===== config.mk =====
export PLATFORM = sky130hd
export DESIGN_NAME = receiver
export DESIGN_NICKNAME = d
export VERILOG_FILES = /design/src/rtl/receiver_pkg.sv /design/src/rtl/receiver_fifo.sv /design/src/rtl/receiver.sv
export SDC_FILE = /design/constraint.sdc
export NUM_CORES = 1
export LEC_CHECK = 0
export BUFFER_PORTS_ARGS = -buffer_cell sky130_fd_sc_hd__buf_2
export CAP_MARGIN = 15
export CORE_MARGIN = 8
export CORE_UTILIZATION = 35
export CTS_CLUSTER_SIZE = 28
export DETAILED_ROUTE_END_ITERATION = 7
export GPL_TIMING_DRIVEN = 0
export MAX_ROUTING_LAYER = met4
export PLACE_DENSITY = 0.51
export SLEW_MARGIN = 10
export SYNTH_ARGS = -nofsm -noshare
export SYNTH_HDL_FRONTEND = slang
export SYNTH_SLANG_ARGS = --single-unit

===== constraint.sdc =====
create_clock -name clk_i -period 3.27 [get_ports clk_i]
set_clock_uncertainty 0.2 [all_clocks]
set_input_delay 0.8175 -clock clk_i [delete_from_list [all_inputs] [get_ports clk_i]]
set_output_delay 0.8175 -clock clk_i [all_outputs]
set_load 0.01 [all_outputs]

===== src/rtl/receiver_pkg.sv =====
// receiver_pkg: shared constants and types for the UART receive stage.
//   - data width codes (DW_*), stop bit code (SB_2BIT), line idle level
//   - parity mode bit positions, default parameter values
//   - receiver_fsm_e: deframing FSM state encoding
//   - last_bit_idx(): index of the final data bit for a width code
package receiver_pkg;

    localparam logic [1:0] DW_5BIT = 2'b00;
    localparam logic [1:0] DW_6BIT = 2'b01;
    localparam logic [1:0] DW_7BIT = 2'b10;
    localparam logic [1:0] DW_8BIT = 2'b11;

    localparam logic [1:0] SB_2BIT = 2'b01;

    localparam logic RX_LINE_IDLE = 1'b1;

    // parity_mode_i bit meanings
    localparam int PARITY_DIS_BIT = 1;
    localparam int PARITY_ODD_BIT = 0;

    localparam int RX_FIFO_DEPTH_DEF  = 16;
    localparam int CFG_REQ_CYCLES_DEF = 100000;

    typedef enum logic [2:0] {
        RX_IDLE,
        RX_START,
        RX_DATA,
        RX_PARITY,
        RX_STOP,
        RX_CFG_WAIT
    } receiver_fsm_e;

    function automatic logic [2:0] last_bit_idx(input logic [1:0] dw);
        logic [2:0] idx;
        case (dw)
            DW_5BIT: idx = 3'd4;
            DW_6BIT: idx = 3'd5;
            DW_7BIT: idx = 3'd6;
            DW_8BIT: idx = 3'd7;
            default: idx = 3'd7;
        endcase
        return idx;
    endfunction

endpackage


===== src/rtl/receiver_fifo.sv =====
// sync_FIFO_buffer: first-word-fall-through synchronous FIFO for received
// bytes. Present only when UART_RX_FIFO_EN is defined; the default build
// uses a single holding register inside receiver instead.
//   clk_i, rst_n_i   clock, asynchronous active-low reset (clears pointers)
//   wr_en_i/wr_data_i  push (caller guarantees not full unless popping)
//   rd_en_i          pop (caller guarantees not empty)
//   rd_data_o        head entry, 0 while empty
//   empty_o, full_o  status
`ifdef UART_RX_FIFO_EN
module sync_FIFO_buffer #(
    parameter int WIDTH = 8,
    parameter int DEPTH = 16
) (
    input  logic             clk_i,
    input  logic             rst_n_i,
    input  logic             wr_en_i,
    input  logic [WIDTH-1:0] wr_data_i,
    input  logic             rd_en_i,
    output logic [WIDTH-1:0] rd_data_o,
    output logic             empty_o,
    output logic             full_o
);
    localparam int AW = $clog2(DEPTH);

    logic [WIDTH-1:0] mem_q [DEPTH];
    logic [AW:0]      wr_ptr_q;
    logic [AW:0]      rd_ptr_q;

    always_ff @(posedge clk_i or negedge rst_n_i) begin
        if (!rst_n_i) begin
            wr_ptr_q <= '0;
            rd_ptr_q <= '0;
        end else begin
            if (wr_en_i) wr_ptr_q <= wr_ptr_q + (AW+1)'(1);
            if (rd_en_i) rd_ptr_q <= rd_ptr_q + (AW+1)'(1);
        end
    end

    always_ff @(posedge clk_i) begin
        if (wr_en_i) mem_q[wr_ptr_q[AW-1:0]] <= wr_data_i;
    end

    // extra pointer MSB distinguishes full from empty
    assign empty_o   = (wr_ptr_q == rd_ptr_q);
    assign full_o    = (wr_ptr_q[AW] != rd_ptr_q[AW]) && (wr_ptr_q[AW-1:0] == rd_ptr_q[AW-1:0]);
    assign rd_data_o = empty_o ? '0 : mem_q[rd_ptr_q[AW-1:0]];

endmodule
`endif


===== src/rtl/receiver.sv =====
// receiver: UART receive stage. Oversamples rx_i with the 16x baud tick,
// deframes start/data/parity/stop bits, buffers bytes with per-frame error
// pulses, and flags a peer configuration request (line low CFG_REQ_CYCLES).
// Build option: UART_RX_FIFO_EN selects a RX_FIFO_DEPTH FWFT FIFO;
// otherwise a single holding register (full = !empty).
//   clk_i, rst_n_i            clock, asynchronous active-low reset
//   enable                    allow new frames to start
//   ov_baud_rt_i              16x baud tick
//   rx_i                      serial line, asynchronous, idle high
//   data_width_i, stop_bits_number_i, parity_mode_i   frame format
//   rx_fifo_read_i            pop head byte
//   data_rx_o, rx_fifo_empty_o, rx_fifo_full_o        buffer head/status
//   rx_done_o, parity_error_o, frame_error_o, overrun_error_o  frame pulses
//   config_req_slv_o          configuration request pulse
//
// state       | meaning
// RX_IDLE     | waiting for falling edge with enable=1
// RX_START    | confirm start bit at mid-bit (tick 7)
// RX_DATA     | sample data bits every 16 ticks
// RX_PARITY   | sample and check parity bit
// RX_STOP     | sample one or two stop bits, then push
// RX_CFG_WAIT | config request seen, wait for line high
module receiver
    import receiver_pkg::*;
#(
    parameter int CFG_REQ_CYCLES = CFG_REQ_CYCLES_DEF,
    parameter int RX_FIFO_DEPTH  = RX_FIFO_DEPTH_DEF
) (
    input  logic       clk_i,
    input  logic       rst_n_i,
    input  logic       enable,
    input  logic       ov_baud_rt_i,
    input  logic       rx_i,
    input  logic [1:0] data_width_i,
    input  logic [1:0] stop_bits_number_i,
    input  logic [1:0] parity_mode_i,
    input  logic       rx_fifo_read_i,
    output logic [7:0] data_rx_o,
    output logic       rx_fifo_empty_o,
    output logic       rx_fifo_full_o,
    output logic       rx_done_o,
    output logic       parity_error_o,
    output logic       frame_error_o,
    output logic       overrun_error_o,
    output logic       config_req_slv_o
);
    if (RX_FIFO_DEPTH < 2 || (RX_FIFO_DEPTH & (RX_FIFO_DEPTH - 1)) != 0) begin : g_bad_depth
        $error("RX_FIFO_DEPTH must be a power of two, at least 2");
    end
    if (CFG_REQ_CYCLES < 2) begin : g_bad_cfg
        $error("CFG_REQ_CYCLES must be at least 2");
    end

    localparam int LCW = $clog2(CFG_REQ_CYCLES + 1);
    localparam logic [LCW-1:0] LOW_HIT = LCW'(CFG_REQ_CYCLES - 1);
    localparam logic [LCW-1:0] LOW_SAT = LCW'(CFG_REQ_CYCLES);

    logic           rx_meta_q, rx_sync_q, rx_prev_q;
    receiver_fsm_e  state_q, state_d;
    logic [3:0]     tick_cnt_q, tick_cnt_d;
    logic [2:0]     bit_cnt_q, bit_cnt_d;
    logic           stop_cnt_q, stop_cnt_d;
    logic [7:0]     shift_q, shift_d;
    logic           par_err_q, par_err_d;
    logic           frm_err_q, frm_err_d;
    logic [LCW-1:0] low_cnt_q;
    logic           push, cfg_hit, fall, mid_bit;
    logic           rx_done_q, par_pulse_q, frm_pulse_q, ovr_pulse_q, cfg_pulse_q;
    logic           full, empty, pop;

    always_ff @(posedge clk_i or negedge rst_n_i) begin
        if (!rst_n_i) begin
            rx_meta_q <= RX_LINE_IDLE;
            rx_sync_q <= RX_LINE_IDLE;
            rx_prev_q <= RX_LINE_IDLE;
        end else begin
            rx_meta_q <= rx_i;
            rx_sync_q <= rx_meta_q;
            rx_prev_q <= rx_sync_q;
        end
    end

    assign fall = rx_prev_q & ~rx_sync_q;

    // Saturates one past the hit value so a single low run fires once.
    always_ff @(posedge clk_i or negedge rst_n_i) begin
        if (!rst_n_i)                low_cnt_q <= '0;
        else if (rx_sync_q)          low_cnt_q <= '0;
        else if (low_cnt_q != LOW_SAT) low_cnt_q <= low_cnt_q + LCW'(1);
    end

    assign cfg_hit = ~rx_sync_q && (low_cnt_q == LOW_HIT);

    always_comb begin
        state_d    = state_q;
        tick_cnt_d = tick_cnt_q;
        bit_cnt_d  = bit_cnt_q;
        stop_cnt_d = stop_cnt_q;
        shift_d    = shift_q;
        par_err_d  = par_err_q;
        frm_err_d  = frm_err_q;
        push       = 1'b0;
        mid_bit    = ov_baud_rt_i && (tick_cnt_q == 4'd15);
        // 4-bit tick counter wraps 15 -> 0, restarting each bit period
        if (ov_baud_rt_i && state_q inside {RX_DATA, RX_PARITY, RX_STOP})
            tick_cnt_d = tick_cnt_q + 4'd1;
        case (state_q)
            RX_IDLE: begin
                if (enable && fall) begin
                    state_d    = RX_START;
                    tick_cnt_d = '0;
                    bit_cnt_d  = '0;
                    stop_cnt_d = 1'b0;
                    shift_d    = '0;
                    par_err_d  = 1'b0;
                    frm_err_d  = 1'b0;
                end
            end
            RX_START: begin
                if (ov_baud_rt_i) begin
                    if (tick_cnt_q == 4'd7) begin
                        tick_cnt_d = '0;
                        state_d    = rx_sync_q ? RX_IDLE : RX_DATA;
                    end else begin
                        tick_cnt_d = tick_cnt_q + 4'd1;
                    end
                end
            end
            RX_DATA: begin
                if (mid_bit) begin
                    shift_d[bit_cnt_q] = rx_sync_q;
                    if (bit_cnt_q == last_bit_idx(data_width_i)) begin
                        bit_cnt_d = '0;
                        state_d   = parity_mode_i[PARITY_DIS_BIT] ? RX_STOP : RX_PARITY;
                    end else begin
                        bit_cnt_d = bit_cnt_q + 3'd1;
                    end
                end
            end
            RX_PARITY: begin
                if (mid_bit) begin
                    par_err_d = ((^shift_q) ^ rx_sync_q) != parity_mode_i[PARITY_ODD_BIT];
                    state_d   = RX_STOP;
                end
            end
            RX_STOP: begin
                if (mid_bit) begin
                    frm_err_d = frm_err_q | ~rx_sync_q;
                    if (stop_bits_number_i == SB_2BIT && !stop_cnt_q) begin
                        stop_cnt_d = 1'b1;
                    end else begin
                        push    = 1'b1;
                        state_d = RX_IDLE;
                    end
                end
            end
            RX_CFG_WAIT: begin
                if (rx_sync_q) state_d = RX_IDLE;
            end
            default: state_d = RX_IDLE;
        endcase
        // a configuration request aborts whatever frame is in flight
        if (cfg_hit) begin
            state_d = RX_CFG_WAIT;
            push    = 1'b0;
        end
    end

    always_ff @(posedge clk_i or negedge rst_n_i) begin
        if (!rst_n_i) begin
            state_q    <= RX_IDLE;
            tick_cnt_q <= '0;
            bit_cnt_q  <= '0;
            stop_cnt_q <= 1'b0;
            shift_q    <= '0;
            par_err_q  <= 1'b0;
            frm_err_q  <= 1'b0;
        end else begin
            state_q    <= state_d;
            tick_cnt_q <= tick_cnt_d;
            bit_cnt_q  <= bit_cnt_d;
            stop_cnt_q <= stop_cnt_d;
            shift_q    <= shift_d;
            par_err_q  <= par_err_d;
            frm_err_q  <= frm_err_d;
        end
    end

    assign pop = rx_fifo_read_i & ~empty;

    always_ff @(posedge clk_i or negedge rst_n_i) begin
        if (!rst_n_i) begin
            rx_done_q   <= 1'b0;
            par_pulse_q <= 1'b0;
            frm_pulse_q <= 1'b0;
            ovr_pulse_q <= 1'b0;
            cfg_pulse_q <= 1'b0;
        end else begin
            rx_done_q   <= push;
            par_pulse_q <= push & par_err_q;
            frm_pulse_q <= push & frm_err_d;
            ovr_pulse_q <= push & full & ~pop;
            cfg_pulse_q <= cfg_hit;
        end
    end

`ifdef UART_RX_FIFO_EN
    sync_FIFO_buffer #(
        .WIDTH (8),
        .DEPTH (RX_FIFO_DEPTH)
    ) u_rx_fifo (
        .clk_i     (clk_i),
        .rst_n_i   (rst_n_i),
        .wr_en_i   (push & (~full | pop)),
        .wr_data_i (shift_q),
        .rd_en_i   (pop),
        .rd_data_o (data_rx_o),
        .empty_o   (empty),
        .full_o    (full)
    );
`else
    logic [7:0] hold_q;
    logic       valid_q;

    always_ff @(posedge clk_i or negedge rst_n_i) begin
        if (!rst_n_i) begin
            hold_q  <= '0;
            valid_q <= 1'b0;
        end else if (push && (!valid_q || pop)) begin
            hold_q  <= shift_q;
            valid_q <= 1'b1;
        end else if (pop) begin
            valid_q <= 1'b0;
        end
    end

    assign empty     = ~valid_q;
    assign full      = valid_q;
    assign data_rx_o = valid_q ? hold_q : 8'h00;
`endif

    assign rx_fifo_empty_o  = empty;
    assign rx_fifo_full_o   = full;
    assign rx_done_o        = rx_done_q;
    assign parity_error_o   = par_pulse_q;
    assign frame_error_o    = frm_pulse_q;
    assign overrun_error_o  = ovr_pulse_q;
    assign config_req_slv_o = cfg_pulse_q;

endmodule

# Word level (Yosys, flattened, before mapping)
# Cells that the tools add are included.
# totals
reg_bits	55
in_bits	12
out_inout_bits	15
elab_cells	135
# classes
addsub	3
n_lt_le_gt_ge	2
n_eq_ne	29
mux	49
bitwise_logic	11
reduce_logical	23
# op_table
cell	n
$mux 3	16
$mux 17	2
$mux 8	3
$ne 3x3->1 const B	8
$pmux 3 s6	1
$add 17x1->17 const B	1
$eq 17x17->1 const B	1
$ne 17x17->1 const B	1
$mux 4	4
$pmux 8 s2	1
$mux 1	13
$pmux 3 s4	1
$reduce_bool 2->1	5
$reduce_and 9->1	1
$bwmux 8	1
$ne 2x2->1 const B	4
$pmux 4 s2	1
$reduce_xor 8->1	1
$logic_and 1x1->1	7
$and 1x1->1	6
$eq 3x2->1 const B	2
$eq 3x3->1 const B	2
$pmux 1 s2	3
$pmux 3 s2	1
25 further kinds	31

# Logic depth before layout (Yosys ltp)
# logic_depth
word_depth	9
ltp_mapped	7
depth_no_buf	6

# Worst setup path after synthesis
# OpenSTA, ideal clock, no wires.
# synth_timing
kind	input to register
start	input port ov_baud_rt_i
end	register hold_q[0]
setup_time_ns	0.125
arrival_time_ns	1.940
t_required_ns	2.945
slack_ns	1.005
stages	6
path_buffers	1
cell_sequence	nand4_1 nor3_1 o21ai_2 nor2b_2 buf_6 mux2_4
# synth_between
elab_chain_cells	5
# synth_rtl
item	line	source
start, declared	receiver.sv:32	input logic ov_baud_rt_i,
$logic_and 1x1->1	receiver.sv:103	mid_bit = ov_baud_rt_i && (tick_cnt_q == 4'd15);
$mux 1	receiver.sv:147	if (mid_bit) begin
$mux 1	receiver.sv:107	case (state_q)
$mux 1	receiver.sv:163	if (cfg_hit) begin
$logic_and 1x1->1	receiver.sv:229	end else if (push && (!valid_q || pop)) begin
end signal, assigned	receiver.sv:230	hold_q <= shift_q;
end, declared	receiver.sv:222	logic [7:0] hold_q;
# No other way between the ends.
# A chain may end at the register's enable or synchronous reset.

# Worst setup path in the final report
# layout_timing
start	register tick_cnt_q[0]
end	register hold_q[4]
# layout_between
elab_chain_cells	6
# layout_rtl
item	line	source
start, declared	receiver.sv:60	logic [3:0] tick_cnt_q, tick_cnt_d;
start signal, assigned	receiver.sv:180	tick_cnt_q <= tick_cnt_d;
$eq 4x4->1	receiver.sv:103	
$logic_and 1x1->1	receiver.sv:103	
$mux 1	receiver.sv:147	
$mux 1	receiver.sv:107	
$mux 1	receiver.sv:163	
$logic_and 1x1->1	receiver.sv:229	
# No other way between the ends.

==> metrics.txt <==
gr usage total 0.114; initial drt markers 96; Max-slew headroom 0.519; setup TNS 0 ns; DIE AREA 0.0117 mm²; Total Wirelength 6.26 mm; TritonCTS Buffers 5; Syn Nets 325; final worst slack 0.848 ns; Initial Util 0.361; worst path required time 3.27 ns; deepest clock path buffer count 2; Post-synth EDFFs 0; Setup CP Type reg2reg; crit end category flip-flop; ys async rst share 1.00; root buffer cell clkbuf_8; Mapped Cells 309; clock slew at reported path FFs 0.10 ns; RSZ-0062 raised after global routing false; # hold bufs at CTS 0; CTS tree yes; row cnt 33; DRC Markers 0; most frequent cells in the layout 52 x dfrtp_1, 40 x nor2_1, 30 x buf_2; H-tree depth 2; Worst-Skew Late Latency 0.32 ns; Syn Std Cell Area 0.00296 mm²; leakage power 1.47 nW; Remaining Overflow, GRT 0; wire per inst 14.0 µm; Most Crowded Layer GR met2; sequential fraction of the synthesis area 0.466; peak fanout along the critical path 9; number of synthesized register bits 55; via count 2278; pwr/cell area 439 mW/mm²; Post-DRT Antenna Nets 0; Pins Over Slew Limit 0; chip width 108 µm; Area Overhead vs Synth 12.8%; maxcap violations 0; clk sinks 55; DR pass1 iterations 4; IO buf count 26; global-route wire length before repair 10.5 mm; run status finished clean; f_max 413 MHz; startpoint types flip-flop; Worst EP arrival 2.43 ns; met1 Usage GRT 0.154; HPWL Detailed 4.45 mm; Final Critical Period 2.42 ns; Synth Warn # 0; die height 108 µm; met3 Track Usage GR 0.0256; vias in the first global route 2149; diode count 0; Placer Congestion 0.793; Final Hold Vio Count 0; dpl ws 0.558 ns; Final period util 0.741; final setup vio count 0; Tot Pwr 1.47 mW; met2 Use GR 0.166; vias per cell 5.08; worst vdd ir 0.000237 V; commonest non-fill, non-tap cell in the layout dfrtp_1; largest net degree at the start of global routing 56; Ports 27; initial antenna violation count 0; HP Class reg2reg; core area 0.00822 mm²; number of distinct library cells after synthesis 55; layout cells sized above 1 0.178; Layout Nets 358; Avg Synthesized Cell Area 9.59 µm²; predominant post-synthesis flop cell dfrtp_1; post-CTS setup buffer count 0; Worst-Margin Slew 0.721 ns; post-CTS sizing 0
==> layout make-up <==
cell class,instances,area (µm²)
fillers,821,4870
multi-input cells,234,1500
flip-flops and latches,55,1380
well taps,105,131
clock buffers,5,68.8
inverters,7,26.3
clock inverters,3,46.3
repair buffers,26,133
plain buffers,13,62.6
==> metrics by stage <==
step / hold slack, ns / util / instances / area (µm²)
after detailed placement: 0.150 / 0.393 / 440 / 3230
final: 0.164 / 0.407 / 448 / 3340
after CTS: 0.166 / 0.407 / 448 / 3340
after global placement: 0.147 / 0.393 / 440 / 3230
after global routing: 0.167 / 0.407 / 448 / 3340
after floorplan: 0.145 / - / 309 / 2960
==> layer usage <==
| metal | part of all wire | vias to the layer above |
|---|---|---|
| met2 | 0.43 | 38 |
| met1 | 0.51 | 1095 |
| li1 | - | 1138 |
| met3 | 0.048 | 7 |
| met5 | 0 | - |
| met4 | 0.0094 | 0 |
==> synthesized netlist by cell type, types with 3 or more instances <==
master,n,area share
dfrtp_1,52,0.44
o21ai_1,4,0.0068
inv_1,7,0.0089
o21ai_0,20,0.034
clkbuf_1,7,0.0089
mux2i_1,6,0.020
nand2_1,28,0.035
a21oi_1,10,0.017
and2_1,9,0.019
nand3_1,8,0.014
nand2b_1,5,0.011
nor3_1,8,0.014
nand3b_1,3,0.0076
mux2_4,8,0.041
nand4_1,7,0.015
nor2_1,40,0.051
xnor2_1,14,0.041
a211oi_1,3,0.0076
dfstp_2,3,0.027
xor2_1,9,0.027
ha_1,4,0.017
nor2b_1,4,0.0084
buf_2,5,0.0084
or3_1,4,0.0084
nor3b_1,3,0.0076
==> kinds of logic after synthesis <==
family,synth area share
XOR/XNOR,0.0680
AND/OR/NAND/NOR,0.244
buffers and inverters,0.0300
flip-flops,0.466
multiplexers,0.0608
AO/OA/AOI/OAI,0.115
adder cells (fa/ha/maj),0.0169
==> final timing paths <==
| path | start | endpoint | slack (ns) | depth (start not counted) |
|---|---|---|---|---|
| max reg2reg | tick_cnt_q[0] | hold_q[4] | 0.85 | 7 |
| max | tick_cnt_q[0] | hold_q[4] | 0.85 | 7 |
| max in group asynchronous | rst_n_i | tick_cnt_q[0] | 2.05 | 1 |
| min in group asynchronous | rst_n_i | low_cnt_q[10] | 0.34 | 1 |
| min | rx_meta_q | rx_sync_q | 0.16 | 0 |
| min reg2reg | rx_meta_q | rx_sync_q | 0.16 | 0 |
==> worst max-delay path, cell delays in order, from the launching register on <==
cell and delay, ns:
dfrtp_1 0.43, ha_1 0.21, nand4_1 0.39, nor3_1 0.33, o21ai_2 0.15, nor2b_2 0.14
buf_6 0.16, mux2_4 0.31
==> sequential cells by signal, indices dropped and copies added (netlist names) <==
signal            flops
low_cnt_q            17
hold_q                8
shift_q               8
tick_cnt_q            4
bit_cnt_q             3
state_q               3
config_req_slv_o      1
frame_error_o         1
frm_err_q             1
overrun_error_o       1
par_err_q             1
parity_error_o        1
rx_done_o             1
rx_fifo_full_o        1
rx_meta_q             1
rx_prev_q             1
rx_sync_q             1
stop_cnt_q            1
==> power by group <==
part | switching [mW] | internal [mW] | leakage (nW)
combinational | 0.162 | 0.104 | 0.667
clock | 0.243 | 0.231 | 0.0548
sequential | 0.0230 | 0.706 | 0.751
total | 0.428 | 1.04 | 1.47
Note: power is estimated with default switching activity, not from simulation.
